$ cat src/rtl/decode_stage_if.sv
// Fetch -> decode -> execute handshake bundle for decode_stage.
// master: fetch/execute side; slave: the decode stage itself.
interface decode_stage_if #(
    parameter int XLEN      = 32,
    parameter int PC_WIDTH  = 32,
    parameter int CNT_WIDTH = 16
);
    logic                 in_valid;
    logic                 in_ready;
    logic [31:0]          in_instr;
    logic [PC_WIDTH-1:0]  in_pc;
    logic                 flush;
    logic                 out_valid;
    logic                 out_ready;
    logic [PC_WIDTH-1:0]  pc;
    logic [4:0]           rs1;
    logic [4:0]           rs2;
    logic [4:0]           rd;
    logic [XLEN-1:0]      imm;
    logic [2:0]           imm_src;
    logic [1:0]           result_src;
    logic [4:0]           ALU_control;
    logic                 ALU_src;
    logic                 ALU_a_pc;
    logic                 jump;
    logic                 jalr;
    logic                 branch;
    logic                 register_write;
    logic                 memory_write;
    logic [2:0]           funct3;
    logic                 illegal;
    logic [CNT_WIDTH-1:0] illegal_count;

    modport master (
        output in_valid, in_instr, in_pc, flush, out_ready,
        input  in_ready, out_valid, pc, rs1, rs2, rd, imm, imm_src, result_src,
               ALU_control, ALU_src, ALU_a_pc, jump, jalr, branch,
               register_write, memory_write, funct3, illegal, illegal_count
    );

    modport slave (
        input  in_valid, in_instr, in_pc, flush, out_ready,
        output in_ready, out_valid, pc, rs1, rs2, rd, imm, imm_src, result_src,
               ALU_control, ALU_src, ALU_a_pc, jump, jalr, branch,
               register_write, memory_write, funct3, illegal, illegal_count
    );
endinterface

$ cat src/rtl/decode_stage.sv
// Registered RV32I decode stage with ID/EX register, backpressure, flush and illegal counting.
// Define RV32M_EN to decode the M extension (funct7 0000001 on OP) instead of flagging it illegal.
module decode_stage #(
    parameter int XLEN      = 32,
    parameter int PC_WIDTH  = 32,
    parameter int CNT_WIDTH = 16
) (
    input logic           clk,
    input logic           reset,
    decode_stage_if.slave d
);
    typedef enum logic [6:0] {
        OP_LOAD   = 7'b0000011,
        OP_STORE  = 7'b0100011,
        OP_REG    = 7'b0110011,
        OP_IMM    = 7'b0010011,
        OP_BRANCH = 7'b1100011,
        OP_JAL    = 7'b1101111,
        OP_JALR   = 7'b1100111,
        OP_LUI    = 7'b0110111,
        OP_AUIPC  = 7'b0010111,
        OP_FENCE  = 7'b0001111,
        OP_SYSTEM = 7'b1110011
    } opcode_t;

    typedef enum logic [4:0] {
        ALU_ADD    = 5'b00000,
        ALU_SUB    = 5'b00001,
        ALU_AND    = 5'b00010,
        ALU_OR     = 5'b00011,
        ALU_XOR    = 5'b00100,
        ALU_SLT    = 5'b00101,
        ALU_SLTU   = 5'b00110,
        ALU_SLL    = 5'b00111,
        ALU_SRL    = 5'b01000,
        ALU_SRA    = 5'b01001,
        ALU_PASS_B = 5'b01010
    } alu_op_t;

    typedef enum logic [2:0] {
        IMM_I = 3'b000,
        IMM_S = 3'b001,
        IMM_B = 3'b010,
        IMM_J = 3'b011,
        IMM_U = 3'b100
    } imm_sel_t;

    // alt selects sub (funct3 000) or sra (funct3 101); callers decide when it applies
    function automatic logic [4:0] alu_fn(input logic [2:0] f, input logic alt);
        case (f)
            3'b000:  alu_fn = alt ? ALU_SUB : ALU_ADD;
            3'b001:  alu_fn = ALU_SLL;
            3'b010:  alu_fn = ALU_SLT;
            3'b011:  alu_fn = ALU_SLTU;
            3'b100:  alu_fn = ALU_XOR;
            3'b101:  alu_fn = alt ? ALU_SRA : ALU_SRL;
            3'b110:  alu_fn = ALU_OR;
            default: alu_fn = ALU_AND;
        endcase
    endfunction

    logic [31:0]     ins;
    logic [6:0]      opcode;
    logic [2:0]      f3;
    logic [6:0]      f7;
    logic [XLEN-1:0] imm_i, imm_s, imm_b, imm_j, imm_u, dec_imm;
    imm_sel_t        dec_imm_src;
    logic [1:0]      dec_result_src;
    logic [4:0]      dec_alu;
    logic            dec_alu_src, dec_a_pc, dec_jump, dec_jalr, dec_branch;
    logic            dec_reg_write, dec_mem_write, dec_rs2_zero, legal;
    logic            accept;

    assign ins    = d.in_instr;
    assign opcode = ins[6:0];
    assign f3     = ins[14:12];
    assign f7     = ins[31:25];

    assign imm_i = XLEN'($signed(ins[31:20]));
    assign imm_s = XLEN'($signed({ins[31:25], ins[11:7]}));
    assign imm_b = XLEN'($signed({ins[31], ins[7], ins[30:25], ins[11:8], 1'b0}));
    assign imm_j = XLEN'($signed({ins[31], ins[19:12], ins[20], ins[30:21], 1'b0}));
    assign imm_u = XLEN'($signed({ins[31:12], 12'b0}));

    always_comb begin
        dec_imm_src    = IMM_I;
        dec_result_src = 2'b00;
        dec_alu        = ALU_ADD;
        dec_alu_src    = 1'b0;
        dec_a_pc       = 1'b0;
        dec_jump       = 1'b0;
        dec_jalr       = 1'b0;
        dec_branch     = 1'b0;
        dec_reg_write  = 1'b0;
        dec_mem_write  = 1'b0;
        dec_rs2_zero   = 1'b0;
        legal          = 1'b1;
        case (opcode)
            OP_LOAD: begin
                dec_result_src = 2'b01;
                dec_alu_src    = 1'b1;
                dec_reg_write  = 1'b1;
                dec_rs2_zero   = 1'b1;
            end
            OP_STORE: begin
                dec_imm_src   = IMM_S;
                dec_alu_src   = 1'b1;
                dec_mem_write = 1'b1;
            end
            OP_REG: begin
                dec_reg_write = 1'b1;
                if (f7 == 7'b0000000 || f7 == 7'b0100000)
                    dec_alu = alu_fn(f3, f7[5]);
`ifdef RV32M_EN
                else if (f7 == 7'b0000001)
                    dec_alu = {2'b10, f3};
`endif
                else
                    legal = 1'b0;
            end
            OP_IMM: begin
                dec_alu       = alu_fn(f3, (f3 == 3'b101) && f7[5]);
                dec_alu_src   = 1'b1;
                dec_reg_write = 1'b1;
                dec_rs2_zero  = 1'b1;
            end
            OP_BRANCH: begin
                dec_imm_src = IMM_B;
                dec_alu     = ALU_SUB;
                dec_branch  = 1'b1;
            end
            OP_JAL, OP_JALR: begin
                dec_imm_src    = (opcode == OP_JAL) ? IMM_J : IMM_I;
                dec_result_src = 2'b10;
                dec_alu_src    = 1'b1;
                dec_jump       = 1'b1;
                dec_jalr       = (opcode == OP_JALR);
                dec_reg_write  = 1'b1;
                dec_rs2_zero   = 1'b1;
            end
            OP_LUI, OP_AUIPC: begin
                dec_imm_src   = IMM_U;
                dec_alu       = (opcode == OP_LUI) ? ALU_PASS_B : ALU_ADD;
                dec_a_pc      = (opcode == OP_AUIPC);
                dec_alu_src   = 1'b1;
                dec_reg_write = 1'b1;
                dec_rs2_zero  = 1'b1;
            end
            OP_FENCE, OP_SYSTEM: dec_rs2_zero = 1'b1;
            default: legal = 1'b0;
        endcase
        if (!legal) begin
            dec_result_src = 2'b00;
            dec_alu        = ALU_ADD;
            dec_alu_src    = 1'b0;
            dec_a_pc       = 1'b0;
            dec_jump       = 1'b0;
            dec_jalr       = 1'b0;
            dec_branch     = 1'b0;
            dec_reg_write  = 1'b0;
            dec_mem_write  = 1'b0;
        end
    end

    always_comb begin
        case (dec_imm_src)
            IMM_S:   dec_imm = imm_s;
            IMM_B:   dec_imm = imm_b;
            IMM_J:   dec_imm = imm_j;
            IMM_U:   dec_imm = imm_u;
            default: dec_imm = imm_i;
        endcase
    end

    assign d.in_ready = !d.out_valid || d.out_ready;
    assign accept     = d.in_valid && d.in_ready;

    // flush outranks a same-cycle transfer: nothing loads and nothing is counted
    always_ff @(posedge clk or posedge reset) begin
        if (reset) begin
            d.out_valid      <= 1'b0;
            d.pc             <= '0;
            d.rs1            <= '0;
            d.rs2            <= '0;
            d.rd             <= '0;
            d.imm            <= '0;
            d.imm_src        <= '0;
            d.result_src     <= '0;
            d.ALU_control    <= '0;
            d.ALU_src        <= 1'b0;
            d.ALU_a_pc       <= 1'b0;
            d.jump           <= 1'b0;
            d.jalr           <= 1'b0;
            d.branch         <= 1'b0;
            d.register_write <= 1'b0;
            d.memory_write   <= 1'b0;
            d.funct3         <= '0;
            d.illegal        <= 1'b0;
            d.illegal_count  <= '0;
        end else if (d.flush) begin
            d.out_valid <= 1'b0;
        end else if (accept) begin
            d.out_valid      <= 1'b1;
            d.pc             <= d.in_pc;
            d.rs1            <= ins[19:15];
            d.rs2            <= dec_rs2_zero ? 5'd0 : ins[24:20];
            d.rd             <= ins[11:7];
            d.imm            <= dec_imm;
            d.imm_src        <= dec_imm_src;
            d.result_src     <= dec_result_src;
            d.ALU_control    <= dec_alu;
            d.ALU_src        <= dec_alu_src;
            d.ALU_a_pc       <= dec_a_pc;
            d.jump           <= dec_jump;
            d.jalr           <= dec_jalr;
            d.branch         <= dec_branch;
            d.register_write <= dec_reg_write;
            d.memory_write   <= dec_mem_write;
            d.funct3         <= f3;
            d.illegal        <= !legal;
            if (!legal && d.illegal_count != '1)
                d.illegal_count <= d.illegal_count + 1'b1;
        end else if (d.out_ready) begin
            d.out_valid <= 1'b0;
        end
    end
endmodule
$ cat src/flat_wrapper.sv
// flat-port wrapper written by rule: the top's interface ports become plain ports
module decode_stage_flat 
#(
    parameter int XLEN      = 32,
    parameter int PC_WIDTH  = 32,
    parameter int CNT_WIDTH = 16
)
  (clk, reset, d_in_valid, d_in_instr, d_in_pc, d_flush, d_out_ready, d_in_ready, d_out_valid, d_pc, d_rs1, d_rs2, d_rd, d_imm, d_imm_src, d_result_src, d_ALU_control, d_ALU_src, d_ALU_a_pc, d_jump, d_jalr, d_branch, d_register_write, d_memory_write, d_funct3, d_illegal, d_illegal_count);
  decode_stage_if #(.XLEN(XLEN), .PC_WIDTH(PC_WIDTH), .CNT_WIDTH(CNT_WIDTH)) d_i ();
  input logic clk;
  input logic reset;
  input wire logic [$bits(d_i.in_valid)-1:0] d_in_valid;
  input wire logic [$bits(d_i.in_instr)-1:0] d_in_instr;
  input wire logic [$bits(d_i.in_pc)-1:0] d_in_pc;
  input wire logic [$bits(d_i.flush)-1:0] d_flush;
  input wire logic [$bits(d_i.out_ready)-1:0] d_out_ready;
  output wire logic [$bits(d_i.in_ready)-1:0] d_in_ready;
  output wire logic [$bits(d_i.out_valid)-1:0] d_out_valid;
  output wire logic [$bits(d_i.pc)-1:0] d_pc;
  output wire logic [$bits(d_i.rs1)-1:0] d_rs1;
  output wire logic [$bits(d_i.rs2)-1:0] d_rs2;
  output wire logic [$bits(d_i.rd)-1:0] d_rd;
  output wire logic [$bits(d_i.imm)-1:0] d_imm;
  output wire logic [$bits(d_i.imm_src)-1:0] d_imm_src;
  output wire logic [$bits(d_i.result_src)-1:0] d_result_src;
  output wire logic [$bits(d_i.ALU_control)-1:0] d_ALU_control;
  output wire logic [$bits(d_i.ALU_src)-1:0] d_ALU_src;
  output wire logic [$bits(d_i.ALU_a_pc)-1:0] d_ALU_a_pc;
  output wire logic [$bits(d_i.jump)-1:0] d_jump;
  output wire logic [$bits(d_i.jalr)-1:0] d_jalr;
  output wire logic [$bits(d_i.branch)-1:0] d_branch;
  output wire logic [$bits(d_i.register_write)-1:0] d_register_write;
  output wire logic [$bits(d_i.memory_write)-1:0] d_memory_write;
  output wire logic [$bits(d_i.funct3)-1:0] d_funct3;
  output wire logic [$bits(d_i.illegal)-1:0] d_illegal;
  output wire logic [$bits(d_i.illegal_count)-1:0] d_illegal_count;
  assign d_i.in_valid = d_in_valid;
  assign d_i.in_instr = d_in_instr;
  assign d_i.in_pc = d_in_pc;
  assign d_i.flush = d_flush;
  assign d_i.out_ready = d_out_ready;
  assign d_in_ready = d_i.in_ready;
  assign d_out_valid = d_i.out_valid;
  assign d_pc = d_i.pc;
  assign d_rs1 = d_i.rs1;
  assign d_rs2 = d_i.rs2;
  assign d_rd = d_i.rd;
  assign d_imm = d_i.imm;
  assign d_imm_src = d_i.imm_src;
  assign d_result_src = d_i.result_src;
  assign d_ALU_control = d_i.ALU_control;
  assign d_ALU_src = d_i.ALU_src;
  assign d_ALU_a_pc = d_i.ALU_a_pc;
  assign d_jump = d_i.jump;
  assign d_jalr = d_i.jalr;
  assign d_branch = d_i.branch;
  assign d_register_write = d_i.register_write;
  assign d_memory_write = d_i.memory_write;
  assign d_funct3 = d_i.funct3;
  assign d_illegal = d_i.illegal;
  assign d_illegal_count = d_i.illegal_count;
  decode_stage #(.XLEN(XLEN), .PC_WIDTH(PC_WIDTH), .CNT_WIDTH(CNT_WIDTH)) u_core (.clk(clk), .reset(reset), .d(d_i));
endmodule
$ cat config.mk
export PLATFORM = sky130hd
export DESIGN_NAME = decode_stage_flat
export DESIGN_NICKNAME = d
export VERILOG_FILES = /design/src/rtl/decode_stage_if.sv /design/src/rtl/decode_stage.sv /design/src/flat_wrapper.sv
export SDC_FILE = /design/constraint.sdc
export NUM_CORES = 1
export LEC_CHECK = 0
export ABC_AREA = 1
export CORE_MARGIN = 2
export CORE_UTILIZATION = 45
export CTS_BUF_LIST = sky130_fd_sc_hd__clkbuf_2
export DETAILED_ROUTE_END_ITERATION = 8
export PLACE_DENSITY = 0.79
export REMOVE_ABC_BUFFERS = 1
export SKIP_CTS_REPAIR_TIMING = 1
export SYNTH_ARGS = -nofsm -noshare
export SYNTH_HDL_FRONTEND = slang
export SYNTH_SLANG_ARGS = --single-unit
export TNS_END_PERCENT = 30
$ cat constraint.sdc
create_clock -name clk -period 5 [get_ports clk]
set_input_delay 1.5 -clock clk [delete_from_list [all_inputs] [get_ports clk]]
set_output_delay 1.5 -clock clk [all_outputs]
set_load 0.05 [all_outputs]
==> summary.md <==
| Metric | Value |
|---|---|
| Combinational share of power | ~37% |
| Worst Hold Path Cells | 2 |
| Synth Area in Adders | less than 1% |
| CP Class | in2out |
| Largest family of logic cells by synthesized area | simple AND/OR/NAND/NOR gates |
| Max-cap viol count | 0 |
| Worst-path clk slew | ~0.16 ns |
| Slowest cell on crit path | clkdlybuf4s50_1 |
| Finished Core Util | between 60% and 70% |
| Fin cells | 1,040 |
| CTS tree | done |
| Bufs on Longest Clock Path | 2 |
| Via/cell ratio | ~5 |
| WP data required | 3.50 ns |
| Post-synthesis sequential area ratio | around 53% |
| Yosys reg bits | between 100 and 150 |
| Compound-Gate Fraction of Synth Area | under 10% |
| Switching share of power | between 40% and 50% |
| Grt total ovfl | 0 |
| Hpwl dp | 10.5 mm |
| Area added between synthesis and finish | 38.7% |
| Worst Clk Skew | around 0.032 ns |
| Core Rows | 40 |
| Post-synthesis xor/xnor area fraction | 1.12% |
| Final hold slack | 0.501 ns |
| Worst path arrival time | 2.94 ns |
| Starting DRT DRC Count | 387 |
| Synth Flop Type | dfrtp_1 |
| R2r startpoint | u_core.d.illegal_count[0]$_DFFE_PP0P_ |
| Rel. slew slack | between 40 and 50% |
| Simple-gate share of the synthesized area | between 30% and 40% |
| DRC viols | 0 |
| Crit-path cells | clkdlybuf4s50_1 > inv_1 > nand2_1 > clkdlybuf4s50_1 |
| CP Capture Type | output port |
| CORE AREA | ~12,000 um^2 |
| EDFF count, synth | 0 |
| Largest net degree at the start of global routing | between 70 and 80 |
| Worst-case reg-to-reg path depth | 9 |
| Clk Latency, worst-skew pair | between 0.6 and 0.7 ns |
| Nets | 952 |
| Initial antenna violation count | 0 |
| Critical path peak fanout | 3 |
| Leakage | 3.67 nW |
| Peak Freq | between 0.2 and 0.25 GHz |
| Start point of the worst hold path | u_core.d.rs1[4]$_DFFE_PP0P_ |
| Net Sw Power | 0.00110 W |
| Share of post-route cells with drive strength above 1 | between 8 and 9% |
| Tightest Pin Transition | slightly below 0.8 ns |
| Period minus WS final | about 4.4 ns |
| Post-Syn Area | roughly 5500 um^2 |
| Power density over cell area | approximately 350 nW/um^2 |
| Drt total wl | between 10 and 15 mm |
| DR vias | about 5,100 |
| Setup Viol. Count Final | 0 |
| Synth cell types | 32 |
| Initial core utilization | a little under half |
| H-tree depth | 4 |
| Post-DRT Antenna Nets | 0 |
| Post-synthesis mux area share | 0% |
| # diodes | 0 |
| Yosys warning total | 0 |
| Initial DRT Pass Iterations | 5 |
| DP Area | ~7400 um^2 |
| P_int | around 0.0015 W |
| Clk sink count | between 100 and 150 |
| Multi-input logic area | between 2000 and 2500 um^2 |
| Gp weighted congestion | between 0.8 and 0.9 |
| Critical path's largest stage delay | 0.83 ns |
| Vias in the first global route | approximately 4,700 |
| CP Launch Type | primary input |
| First-pass GRT wire length | around 24 mm |
| Filler Cell Count | ~1,000 |
| Port Buffers | approximately 190 |
| Die footprint | approximately 13,000 um^2 |
| Final Hold Viols | 0 |
| TritonCTS buffer count | 17 |
| Post-synthesis average cell area | ~7.8 um^2 |
| Hold path endpoint | u_core.d.rs1[4]$_DFFE_PP0P_ |
| Drt wl/cell | 14.4 um |
| Mapped Cells | 703 |
| Post-Place Cells | a little over 1,000 |
| I/O pins | around 190 |
| Storage cell area | between 2000 and 3000 um^2 |
| Reg-to-Reg End | u_core.d.illegal_count[4]$_DFFE_PP0P_ |
| Slew Viols, Final | 0 |
| R2r setup slk | ~2.6 ns |
| Die W | ~110 um |
| Clock share of power | 19.8% |
| Status | finished clean |
| Most common cell type on the critical path | clkdlybuf4s50_1 |
| Crit share post-route | between 80% and 90% |
| RSZ-0062 raised after global routing | false |
| Async SR Flop Fraction | 100% |
| Tot Pwr | approximately 0.0026 W |
| Post-route design area | around 7600 um^2 |
| Tot GR Track Use | around a quarter |
| Sequential Power Share | 43.1% |
| Max rail drop VDD | ~0.00022 V |
| Clk root buf | clkbuf_2 |
| Worst hold path type | reg2reg |
| Die height | roughly 110 um |
-- routing by layer --
metal  up-vias  global-route usage [%]  part of all wire (%)
met3        19                    9.11                   8.4
met2       168                    37.3                    47
li1       2575                       -                     -
met4         0                    5.53                   1.2
met1      2349                    29.9                    44
met5         -                       0                     0
-- cell type report --
| class | instances | share of cell area, % |
|---|---|---|
| Sequential cell | 115 | 37.9 |
| Multi-Input combinational cell | 527 | 30.7 |
| Timing Repair Buffer | 191 | 25.0 |
| Inverter | 30 | 1.52 |
| Tap cell | 147 | 2.42 |
| Clock buffer | 18 | 1.19 |
| Clock inverter | 12 | 1.24 |
-- synth_stat cells, types with 2 or more instances --
library cell | n | area, um^2
clkbuf_1 | 9 | 33.8
inv_2 | 6 | 22.5
inv_1 | 24 | 90.1
nor2_4 | 4 | 45.0
nand2_1 | 325 | 1220
nand4_1 | 23 | 144
nand3_1 | 21 | 105
a31oi_1 | 2 | 12.5
buf_6 | 2 | 22.5
xnor2_1 | 4 | 35.0
xor2_1 | 3 | 26.3
o21ai_1 | 2 | 10.0
a21oi_1 | 21 | 105
dfrtp_1 | 115 | 2880
buf_4 | 3 | 22.5
nand2_2 | 15 | 93.8
buf_1 | 5 | 18.8
nor2_1 | 62 | 233
nor2_2 | 4 | 25.0
buf_2 | 12 | 60.1
o21ai_0 | 30 | 150
-- kinds of logic (layout without fill, tap and decap cells) --
family | Yosys count | count (layout)
buffers and inverters | 61 | 251
other | 1 | 1
AOI/OAI and AO/OA | 59 | 59
and+or+nand+nor | 459 | 459
DFF | 115 | 115
adders and majority gates | 1 | 1
xor gates and xnor gates | 7 | 7
-- layout by cell type, fill, tap and decap left out, types with 2 or more instances in the layout --
cell type	n
nand2_1	324
clkdlybuf4s50_1	185
dfrtp_1	115
nor2_1	62
o21ai_0	30
nand4_1	23
inv_1	22
nand3_1	21
a21oi_1	21
clkbuf_2	18
nand2_2	15
inv_2	7
clkinv_2	6
buf_4	6
nor2_4	4
nor2_2	4
xnor2_1	4
clkinvlp_4	4
xor2_1	3
nand2_4	2
a31oi_1	2
o21ai_1	2
-- metrics by stage --
step           setup WS [ns]  setup TNS (ns)
2_1_floorplan         -0.898          -54.71
3_3_place_gp           0.554               0
3_5_place_dp           0.551               0
4_1_cts                0.546               0
5_1_grt                0.490               0
6_report               0.558               0
-- power groups by stage --
stage	registers (W)	clock network, W	logic, W
after detailed placement	0.00115	0	0.000981
after CTS	0.00113	0.000536	0.000982
after global placement	0.00115	0	0.000970
after global routing	0.00115	0.000585	0.00103
final	0.00114	0.000521	0.000975
after floorplan	0.00156	0	0.000188
-- worst max path at each step --
stage,start,endpoint,slack [ns],cells past startpoint
after floorplan,d_out_ready,u_core.d.imm[1]$_DFFE_PP0P_,-0.90,8
after global placement,d_out_ready,d_in_ready,0.55,4
after detailed placement,d_out_ready,d_in_ready,0.55,4
after CTS,d_out_ready,d_in_ready,0.55,4
after global routing,d_out_ready,d_in_ready,0.49,4
final,d_out_ready,d_in_ready,0.56,4
-- sequential cells by signal, summed over array words and instances (netlist names) --
register / count
u_core.d.ALU_src: 1
u_core.d.ALU_control: 4
u_core.d.pc: 32
u_core.d.funct3: 3
u_core.d.branch: 1
u_core.d.illegal: 1
u_core.d.jalr: 1
u_core.d.rd: 5
u_core.d.out_valid: 1
u_core.d.illegal_count: 16
u_core.d.register_write: 1
u_core.d.rs2: 5
u_core.d.imm_src: 3
u_core.d.rs1: 5
u_core.d.memory_write: 1
u_core.d.imm: 32
u_core.d.ALU_a_pc: 1
u_core.d.result_src: 2
-- critical path, delay by kind of cell --
family | cells | cell delay (ns)
buf+inv | 3 | 1.32
simple gates | 1 | 0.13
Note: power is estimated with default switching activity, not from simulation.
